$ cat config.mk
export PLATFORM = sky130hd
export DESIGN_NAME = pad_input_conditioner
export DESIGN_NICKNAME = d
export VERILOG_FILES = /design/src/rtl/pad_cond_pkg.sv /design/src/rtl/pad_deglitch_channel.sv /design/src/rtl/pad_input_conditioner.sv
export SDC_FILE = /design/constraint.sdc
export NUM_CORES = 1
export LEC_CHECK = 0
export CORE_MARGIN = 3
export CORE_UTILIZATION = 35
export DETAILED_ROUTE_END_ITERATION = 16
export REMOVE_ABC_BUFFERS = 1
export SLEW_MARGIN = 10
export SYNTH_ARGS = -nofsm -noshare
export SYNTH_HDL_FRONTEND = slang
export SYNTH_SLANG_ARGS = --single-unit
$ cat constraint.sdc
create_clock -name clk_i -period 2.9 [get_ports clk_i]
set_input_delay 0.29 -clock clk_i [delete_from_list [all_inputs] [get_ports clk_i]]
set_output_delay 0.29 -clock clk_i [all_outputs]
set_load 0.01 [all_outputs]
$ cat src/rtl/pad_cond_pkg.sv
// Shared types and default constants for the pad input conditioner.
// Edge-select encoding matches the two per-channel bits of edge_sel_i.
package pad_cond_pkg;

    typedef enum logic [1:0] {
        EDGE_NONE = 2'b00,
        EDGE_RISE = 2'b01,
        EDGE_FALL = 2'b10,
        EDGE_BOTH = 2'b11
    } edge_sel_e;

    localparam int SYNC_STAGES_DEF = 2;
    localparam int MAX_FILTER_DEF  = 255;

    function automatic logic sel_has_rise(input edge_sel_e sel);
        return (sel == EDGE_RISE) || (sel == EDGE_BOTH);
    endfunction

    function automatic logic sel_has_fall(input edge_sel_e sel);
        return (sel == EDGE_FALL) || (sel == EDGE_BOTH);
    endfunction

endpackage

$ cat src/rtl/pad_deglitch_channel.sv
// One pad channel: synchroniser chain, stability counter, committed level,
// single-cycle edge pulses and a sticky, clearable event flag.
module pad_deglitch_channel
    import pad_cond_pkg::*;
#(
    parameter int   SYNC_STAGES = SYNC_STAGES_DEF,
    parameter int   CNT_W       = 8,
    parameter logic RESET_VAL   = 1'b0
) (
    input  logic             clk_i,
    input  logic             rst_ni,
    input  logic             pad_i,
    input  logic             en_i,
    input  logic [CNT_W-1:0] filter_len_i,
    input  edge_sel_e        edge_sel_i,
    input  logic             clr_i,
    output logic             level_o,
    output logic             rise_o,
    output logic             fall_o,
    output logic             pending_o
);

    logic [SYNC_STAGES-1:0] sync_q, sync_d;
    logic [CNT_W-1:0]       cnt_q, cnt_d;
    logic                   level_q, level_d;
    logic                   rise_q, rise_d;
    logic                   fall_q, fall_d;
    logic                   pending_q, pending_d;

    logic                   sync_s;
    logic                   mismatch;
    logic                   commit;
    logic [CNT_W:0]         cnt_inc;
    logic [CNT_W:0]         len_eff;

    always_comb begin
        sync_d   = {sync_q[SYNC_STAGES-2:0], pad_i};
        sync_s   = sync_q[SYNC_STAGES-1];
        mismatch = en_i && (sync_s != level_q);

        // One extra bit keeps counter+1 from wrapping at the top of the range.
        cnt_inc  = {1'b0, cnt_q} + {{CNT_W{1'b0}}, 1'b1};
        len_eff  = (filter_len_i == '0) ? {{CNT_W{1'b0}}, 1'b1} : {1'b0, filter_len_i};
        commit   = mismatch && (cnt_inc >= len_eff);

        cnt_d    = '0;
        level_d  = level_q;
        rise_d   = 1'b0;
        fall_d   = 1'b0;
        if (commit) begin
            level_d = sync_s;
            rise_d  = sync_s;
            fall_d  = !sync_s;
        end else if (mismatch) begin
            cnt_d   = cnt_inc[CNT_W-1:0];
        end

        // A new event outranks a coincident clear.
        pending_d = pending_q;
        if (clr_i) begin
            pending_d = 1'b0;
        end
        if ((rise_d && sel_has_rise(edge_sel_i)) || (fall_d && sel_has_fall(edge_sel_i))) begin
            pending_d = 1'b1;
        end
    end

    always_ff @(posedge clk_i or negedge rst_ni) begin
        if (!rst_ni) begin
            sync_q    <= {SYNC_STAGES{RESET_VAL}};
            cnt_q     <= '0;
            level_q   <= RESET_VAL;
            rise_q    <= 1'b0;
            fall_q    <= 1'b0;
            pending_q <= 1'b0;
        end else begin
            sync_q    <= sync_d;
            cnt_q     <= cnt_d;
            level_q   <= level_d;
            rise_q    <= rise_d;
            fall_q    <= fall_d;
            pending_q <= pending_d;
        end
    end

    assign level_o   = level_q;
    assign rise_o    = rise_q;
    assign fall_o    = fall_q;
    assign pending_o = pending_q;

endmodule

$ cat src/rtl/pad_input_conditioner.sv
// Core-side conditioning of raw asynchronous pad levels: per-channel
// sync + deglitch + edge detect, with an OR-reduced interrupt of the event flags.
module pad_input_conditioner
    import pad_cond_pkg::*;
#(
    parameter int                N_PADS      = 8,
    parameter int                SYNC_STAGES = SYNC_STAGES_DEF,
    parameter int                MAX_FILTER  = MAX_FILTER_DEF,
    parameter logic [N_PADS-1:0] RESET_VAL   = '0,
    localparam int               CNT_W       = $clog2(MAX_FILTER + 1)
) (
    input  logic                  clk_i,
    input  logic                  rst_ni,
    input  logic [N_PADS-1:0]     pad_i,
    input  logic [N_PADS-1:0]     en_i,
    input  logic [CNT_W-1:0]      filter_len_i,
    input  logic [2*N_PADS-1:0]   edge_sel_i,
    input  logic [N_PADS-1:0]     clr_i,
    output logic [N_PADS-1:0]     level_o,
    output logic [N_PADS-1:0]     rise_o,
    output logic [N_PADS-1:0]     fall_o,
    output logic [N_PADS-1:0]     pending_o,
    output logic                  irq_o
);

    generate
        for (genvar gi = 0; gi < N_PADS; gi++) begin : g_ch
            pad_deglitch_channel #(
                .SYNC_STAGES (SYNC_STAGES),
                .CNT_W       (CNT_W),
                .RESET_VAL   (RESET_VAL[gi])
            ) u_ch (
                .clk_i        (clk_i),
                .rst_ni       (rst_ni),
                .pad_i        (pad_i[gi]),
                .en_i         (en_i[gi]),
                .filter_len_i (filter_len_i),
                .edge_sel_i   (edge_sel_e'(edge_sel_i[2*gi +: 2])),
                .clr_i        (clr_i[gi]),
                .level_o      (level_o[gi]),
                .rise_o       (rise_o[gi]),
                .fall_o       (fall_o[gi]),
                .pending_o    (pending_o[gi])
            );
        end
    endgenerate

    assign irq_o = |pending_o;

endmodule

==> Word level (Yosys, flattened, before mapping) <==
Cells that the tools add are included.
{ "totals": {"inputBits": 50, "word_cells": 219, "reg_bits": 112, "out_inout_bits": 33} }
{ "op_classes": {"n_addsub": 8, "eq_ne": 32, "magnitude_cmp": 8, "muxes": 49, "reduce_logical": 74} }
{ "op_table": {"columns": ["op", "n"], "rows": [
  ["$mux 8", 17],
  ["$add 8x1->9 const B", 8],
  ["$ge 9x9->1", 7],
  ["$eq 2x2->1 const B", 16],
  ["$logic_and 1x1->1", 32],
  ["$mux 1", 32],
  ["$logic_or 1x1->1", 24],
  ["$eq 2x1->1 const B", 8],
  ["$reduce_bool 2->1", 8],
  ["$ge 9x8->1", 1],
  ["$logic_not 1->1", 8],
  ["$logic_not 8->1", 1],
  ["$ne 1x1->1", 8],
  ["$reduce_or 8->1", 1]
]} }

==> Logic depth before layout (Yosys ltp) <==
{ "depth": {"ltp_word": 8, "mapped_depth": 11, "ltp_nobuf": 10} }

==> Cells and area by module <==
A second synthesis with hierarchy kept.
{ "unflattened": {"cells_unflattened": 623, "area_unflattened_um2": 6468.7} }
{ "modules_own_cells": {"columns": ["mod", "instances", "cells_per_inst", "seq_area_each_um2", "area_each_um2"], "rows": [
  ["pad_deglitch_channel at g_ch[0].u_ch ...", 7, 77, 350.3, 804.5],
  ["pad_deglitch_channel at g_ch[3].u_ch", 1, 81, 350.3, 820.8],
  ["pad_input_conditioner", 1, 3, 0.0, 16.3]
]} }

==> Worst setup path before layout <==
OpenSTA, ideal clock, no wires.
{ "synth_path": {"path_kind": "register to register", "startpoint": "register g_ch[4].u_ch.cnt_q[2]", "endpoint": "register g_ch[4].u_ch.cnt_q[3]", "stages_incl_launch_ff": 11, "n_path_buf": 1, "setup_slack_ns": 0.399, "period_less_slack_ns": 2.501, "t_required_ns": 2.827, "arrival_time_ns": 2.429, "setup_time_ns": 0.073, "cell_sequence": "dfrtp_1 -> and3_1 -> and3_1 -> xor2_1 -> ha_1 -> and2_1 -> a221o_1 -> a21bo_2 -> or3_1 -> buf_2 -> nor2b_1"} }
{ "synth_between": {"elab_chain_cells": 4, "word_cells_on_any_way": 5, "cone_classes": "add/sub: 1; order compare: 1; mux: 2; reduce/logical: 1"} }
{ "synth_rtl": {"columns": ["item", "line", "source"], "rows": [
  ["start: declaration", "pad_deglitch_channel.sv:24", "logic [CNT_W-1:0] cnt_q, cnt_d;"],
  ["start signal: assignment", "pad_deglitch_channel.sv:78", "cnt_q <= cnt_d;"],
  ["$add 8x1->9 *", "pad_deglitch_channel.sv:42", "cnt_inc = {1'b0, cnt_q} + {{CNT_W{1'b0}}, 1'b1};"],
  ["$ge 9x9->1", "pad_deglitch_channel.sv:44", "commit = mismatch && (cnt_inc >= len_eff);"],
  ["$logic_and 1x1->1", "pad_deglitch_channel.sv:44", null],
  ["$mux 8 *", "pad_deglitch_channel.sv:50", "if (commit) begin"],
  ["named net g_ch[4].u_ch.cnt_d[3]", "pad_deglitch_channel.sv:24", null]
]} }
The timed path passes the listed nets; every way through them passes the cells marked *.
A chain may end at the register's enable or synchronous reset.

==> Worst setup path in the final report <==
{ "layout_path": {"startpoint": "register g_ch[4].u_ch.cnt_q[1]", "endpoint": "register g_ch[4].u_ch.level_q"} }
{ "layout_between": {"elab_chain_cells": 3} }
{ "layout_rtl": {"columns": ["item", "line", "source"], "rows": [
  ["$add 8x1->9", "pad_deglitch_channel.sv:42", null],
  ["$ge 9x9->1", "pad_deglitch_channel.sv:44", null],
  ["$logic_and 1x1->1", "pad_deglitch_channel.sv:44", null],
  ["end signal: assignment", "pad_deglitch_channel.sv:79", "level_q <= level_d;"],
  ["end: declaration", "pad_deglitch_channel.sv:25", "logic level_q, level_d;"]
]} }
No other way between the ends.

==> impl_results.md <==
* DP Area at between 7000 and 8000 um^2
* Clock Path Buffers at 2
* Starting Density at 36.4%
* Endpoints failing hold at 0
* Final min period at roughly 2.7 ns
* Post-synthesis mux area share at 2.51%
* Relative slew slack at between 50% and 60%
* Data required, critical path at 3.15 ns
* DP Wirelength at 10.5 mm
* Post-CTS Setup Bufs at 0
* HP Class: reg2reg
* Die area at 19,900 um^2
* Initial antenna violation count at 0
* Number of buffers created by CTS at 9
* Worst setup EP type: flop
* Detailed Routing Iterations Pass 1 at 4
* Slowest CP cell: dfrtp_1
* Main combinational cell family by area after synthesis: simple AND/OR/NAND/NOR gates
* Routed vias/inst at between 4 and 5
* Comb power frac at about an eighth
* Initial DRC Count at ~170
* DRC violations left at 0
* CP Cell Sequence: ha_1 -> nand3_1 -> xnor2_1 -> ha_1 -> and2_1 -> a221o_1 -> a21bo_2 -> o21ai_0 -> mux2_2
* Max incr delay on CP at approximately 0.38 ns
* Uppermost layer routed: met4
* Clock root cell: clkbuf_16
* NetSw at 0.849 mW
* Port Buffers at 82
* Reg clk slew, reported paths at roughly 0.07 ns
* Total power at ~3.3 mW
* Synth Area in Adders at about an eighth
* Vias in the first global route at ~4,600
* Synth async-reset ratio at 100%
* XOR/XNOR Fraction of Synth Area at under 10%
* Sequential share of the synthesized area at 43.9%
* Post-Syn Area at 6380 um^2
* TritonCTS clock tree: done
* GPL Wtd Cong at between 0.7 and 0.8
* Max Cap Viol at 0
* Arr. time, crit path at 2.97 ns
* Core footprint at 17,500 um^2
* Row count at 48
* Fmax at ~370 MHz
* CP Max Fanout at 5
* Metal3 WL at ~820 um
* Top Ports at between 80 and 90
* Lkg Pwr at between 3 and 4 nW
* Worst path buffer plus inverter count at 0
* First-pass GRT wire length at roughly 23 mm
* Post-Place Worst Slack at -0.0613 ns
* Seq cells post-synth at ~110
* Vias at 4,498
* Wire length on met1 at 6.44 mm
* Yosys cell types at 54
* Startpoint class of the critical path: flop
* Flop pwr share at 49.8%
* Setup TNS at 0 ns
* Yosys warning count at 0
* Overflow after GRT at 0
* Fin worst setup slack at around 0.18 ns
* Antenna-violating nets left at 0
* Die Span Y at 141 um
* Met2 Wirelength at a little over 6 mm
* Synthesis-to-finish area growth at 21.4%
* Max H-tree Level at 3
* Period utilization at 93.9%
* Final Cell Area at 7740 um^2
* Total GRT Usage at 14.3%
* Final WL at around 14 mm
* Post-synthesis simple-gate area fraction at 17.8%
* Count of flip-flops with a built-in enable after synthesis at 0
* Fin nets at approximately 800
* Die width at 141 um
* Ys flop type: dfrtp_1
* Fin. max-slew vios at 0
* # clock sinks at about 110
* Clock network fraction of design power at between 30% and 40%
* Largest net degree at the start of global routing at 47
* Run status: complete, no violations
* CP top delay family: compound AO/OA/AOI/OAI gates
* Post-Syn Instances at 600
* Worst-Margin Slew at roughly 0.62 ns
* Final setup violating endpoints at 0
* PwrDens at 426 nW/um^2
* Share of cells above drive strength 1 at around a tenth
* Diodes inserted at 0
* Setup CP Type: reg2reg
* Worst-Skew Late Latency at 0.36 ns
* Drt wl/cell at ~15 um
* Fill cells at approximately 1,600
* RSZ-0062 raised after global routing: no
* Sw Ratio at 25.7%
* Internal power at roughly 2.4 mW
* VDD IR max at 254 uV
* Synth Area in Compound Gates at under 10%
* Skew final at approximately 0.0071 ns
* CP dominant cell by count: ha_1
* Syn Area/Cell at ~11 um^2
-- layout by cell type, fill, tap and decap left out, types with 5 or more instances in the layout --
master / instances
dfrtp_1: 111
nor3b_1: 5
and2_1: 7
nor2b_2: 12
nand4_1: 6
nor2_1: 42
o211ai_1: 6
inv_1: 27
and3_1: 14
buf_4: 23
xnor2_1: 28
mux2i_1: 7
nand3_1: 36
o32ai_1: 5
o21ai_0: 7
nor3_1: 6
nor2b_1: 37
xor2_1: 29
nand2_1: 30
clkbuf_16: 9
clkdlybuf4s50_1: 81
a21oi_1: 18
mux2_2: 6
ha_1: 63
nand2b_1: 5
-- stage by stage --
| step | util, % | std cells | hold WS, ns |
|---|---|---|---|
| 5_1_grt | 44.1 | 911 | 0.349 |
| 6_report | 44.1 | 911 | 0.350 |
| 3_5_place_dp | 42.2 | 894 | 0.335 |
| 3_3_place_gp | 42.2 | 894 | 0.335 |
| 2_1_floorplan | - | 564 | -0.00559 |
| 4_1_cts | 43.9 | 911 | 0.349 |
-- Yosys cell counts, drive strengths merged, types with 3 or more instances --
cell | number | area [um^2]
o211ai | 6 | 45.0
dfrtp | 112 | 2800
nor3b | 5 | 37.5
a21oi | 18 | 90.1
mux2 | 8 | 90.1
a21boi | 3 | 22.5
ha | 64 | 801
mux2i | 7 | 70.1
a21o | 3 | 22.5
nor2b | 49 | 337
nor2 | 43 | 161
o32ai | 5 | 43.8
nand2 | 30 | 113
a2111oi | 3 | 45.0
inv | 27 | 101
nor3 | 6 | 30.0
xnor2 | 28 | 245
o21ai | 9 | 45.0
and2 | 7 | 43.8
nand3 | 37 | 185
nor4 | 3 | 18.8
nand2b | 5 | 31.3
nand4 | 6 | 37.5
o31a | 3 | 26.3
and3 | 14 | 87.6
a211oi | 3 | 22.5
buf | 36 | 265
xor2 | 30 | 263
-- power by group through the flow --
| stage | logic (mW) | clock network (mW) | registers [mW] |
|---|---|---|---|
| 2_1_floorplan | 0.202 | 0 | 1.67 |
| 3_3_place_gp | 0.414 | 0 | 1.67 |
| 3_5_place_dp | 0.425 | 0 | 1.67 |
| 4_1_cts | 0.429 | 1.28 | 1.64 |
| 5_1_grt | 0.482 | 1.33 | 1.65 |
| 6_report | 0.425 | 1.23 | 1.64 |
-- flip-flops by register name (all words and copies together) (netlist names) --
register             cells
g_ch.u_ch.cnt_q         64
g_ch.u_ch.rise_o         8
g_ch.u_ch.sync_q        16
g_ch.u_ch.level_o        8
g_ch.u_ch.fall_o         8
g_ch.u_ch.pending_o      8
-- logic make-up (layout without fill, tap and decap cells) --
family | count (synthesis) | after routing
AND/OR/NAND/NOR | 211 | 211
AO/OA/AOI/OAI | 74 | 74
flip-flops | 112 | 112
multiplexers | 15 | 15
XOR/XNOR | 60 | 60
adder cells (fa/ha/maj) | 65 | 65
buffers and inverters | 63 | 149
-- cell type report --
cell class | count | area [um^2] | share of cell area [%]
clock buffers | 11 | 253 | 3.26
clock inverters | 5 | 41.3 | 0.533
inverters | 27 | 101 | 1.31
multi-input cells | 425 | 3250 | 42.0
flip-flops and latches | 112 | 2800 | 36.2
well taps | 225 | 282 | 3.64
repair buffers | 106 | 1010 | 13.1
-- worst reg2reg max path, cell delays in order, from the launching register on --
cell and delay (ns):
dfrtp_1 0.38, ha_1 0.28, nand3_1 0.12, xnor2_1 0.25, ha_1 0.30, and2_1 0.18
a221o_1 0.32, a21bo_2 0.23, o21ai_0 0.20, mux2_2 0.35
-- routing by layer --
| metal | up-vias | global-route usage (%) |
|---|---|---|
| li1 | 2228 | - |
| met1 | 2148 | 19.3 |
| met2 | 110 | 22.5 |
| met3 | 12 | 4.07 |
| met4 | 0 | 4.49 |
| met5 | - | 0 |
-- final timing paths --
check / startpoint / endpoint / slack, ns / cells after the start
max in group asynchronous: rst_ni / g_ch[1].u_ch.sync_q[0] / 1.67 / 3
min in group asynchronous: rst_ni / g_ch[3].u_ch.fall_o / 0.47 / 2
worst min register to register: g_ch[1].u_ch.sync_q[0] / g_ch[1].u_ch.sync_q[1] / 0.35 / 0
worst min-delay path: g_ch[1].u_ch.sync_q[0] / g_ch[1].u_ch.sync_q[1] / 0.35 / 0
worst max-delay path: g_ch[4].u_ch.cnt_q[1] / g_ch[4].u_ch.level_o / 0.18 / 9
worst max register to register: g_ch[4].u_ch.cnt_q[1] / g_ch[4].u_ch.level_o / 0.18 / 9
-- repair_timing --
action | CTS | global route
setup endpoints to repair | 0 | 38
gates resized for setup | 0 | 10
hold endpoints to repair | 42 | 0
hold buffers | 1 | 0
Power figures use the tool's default switching activity.
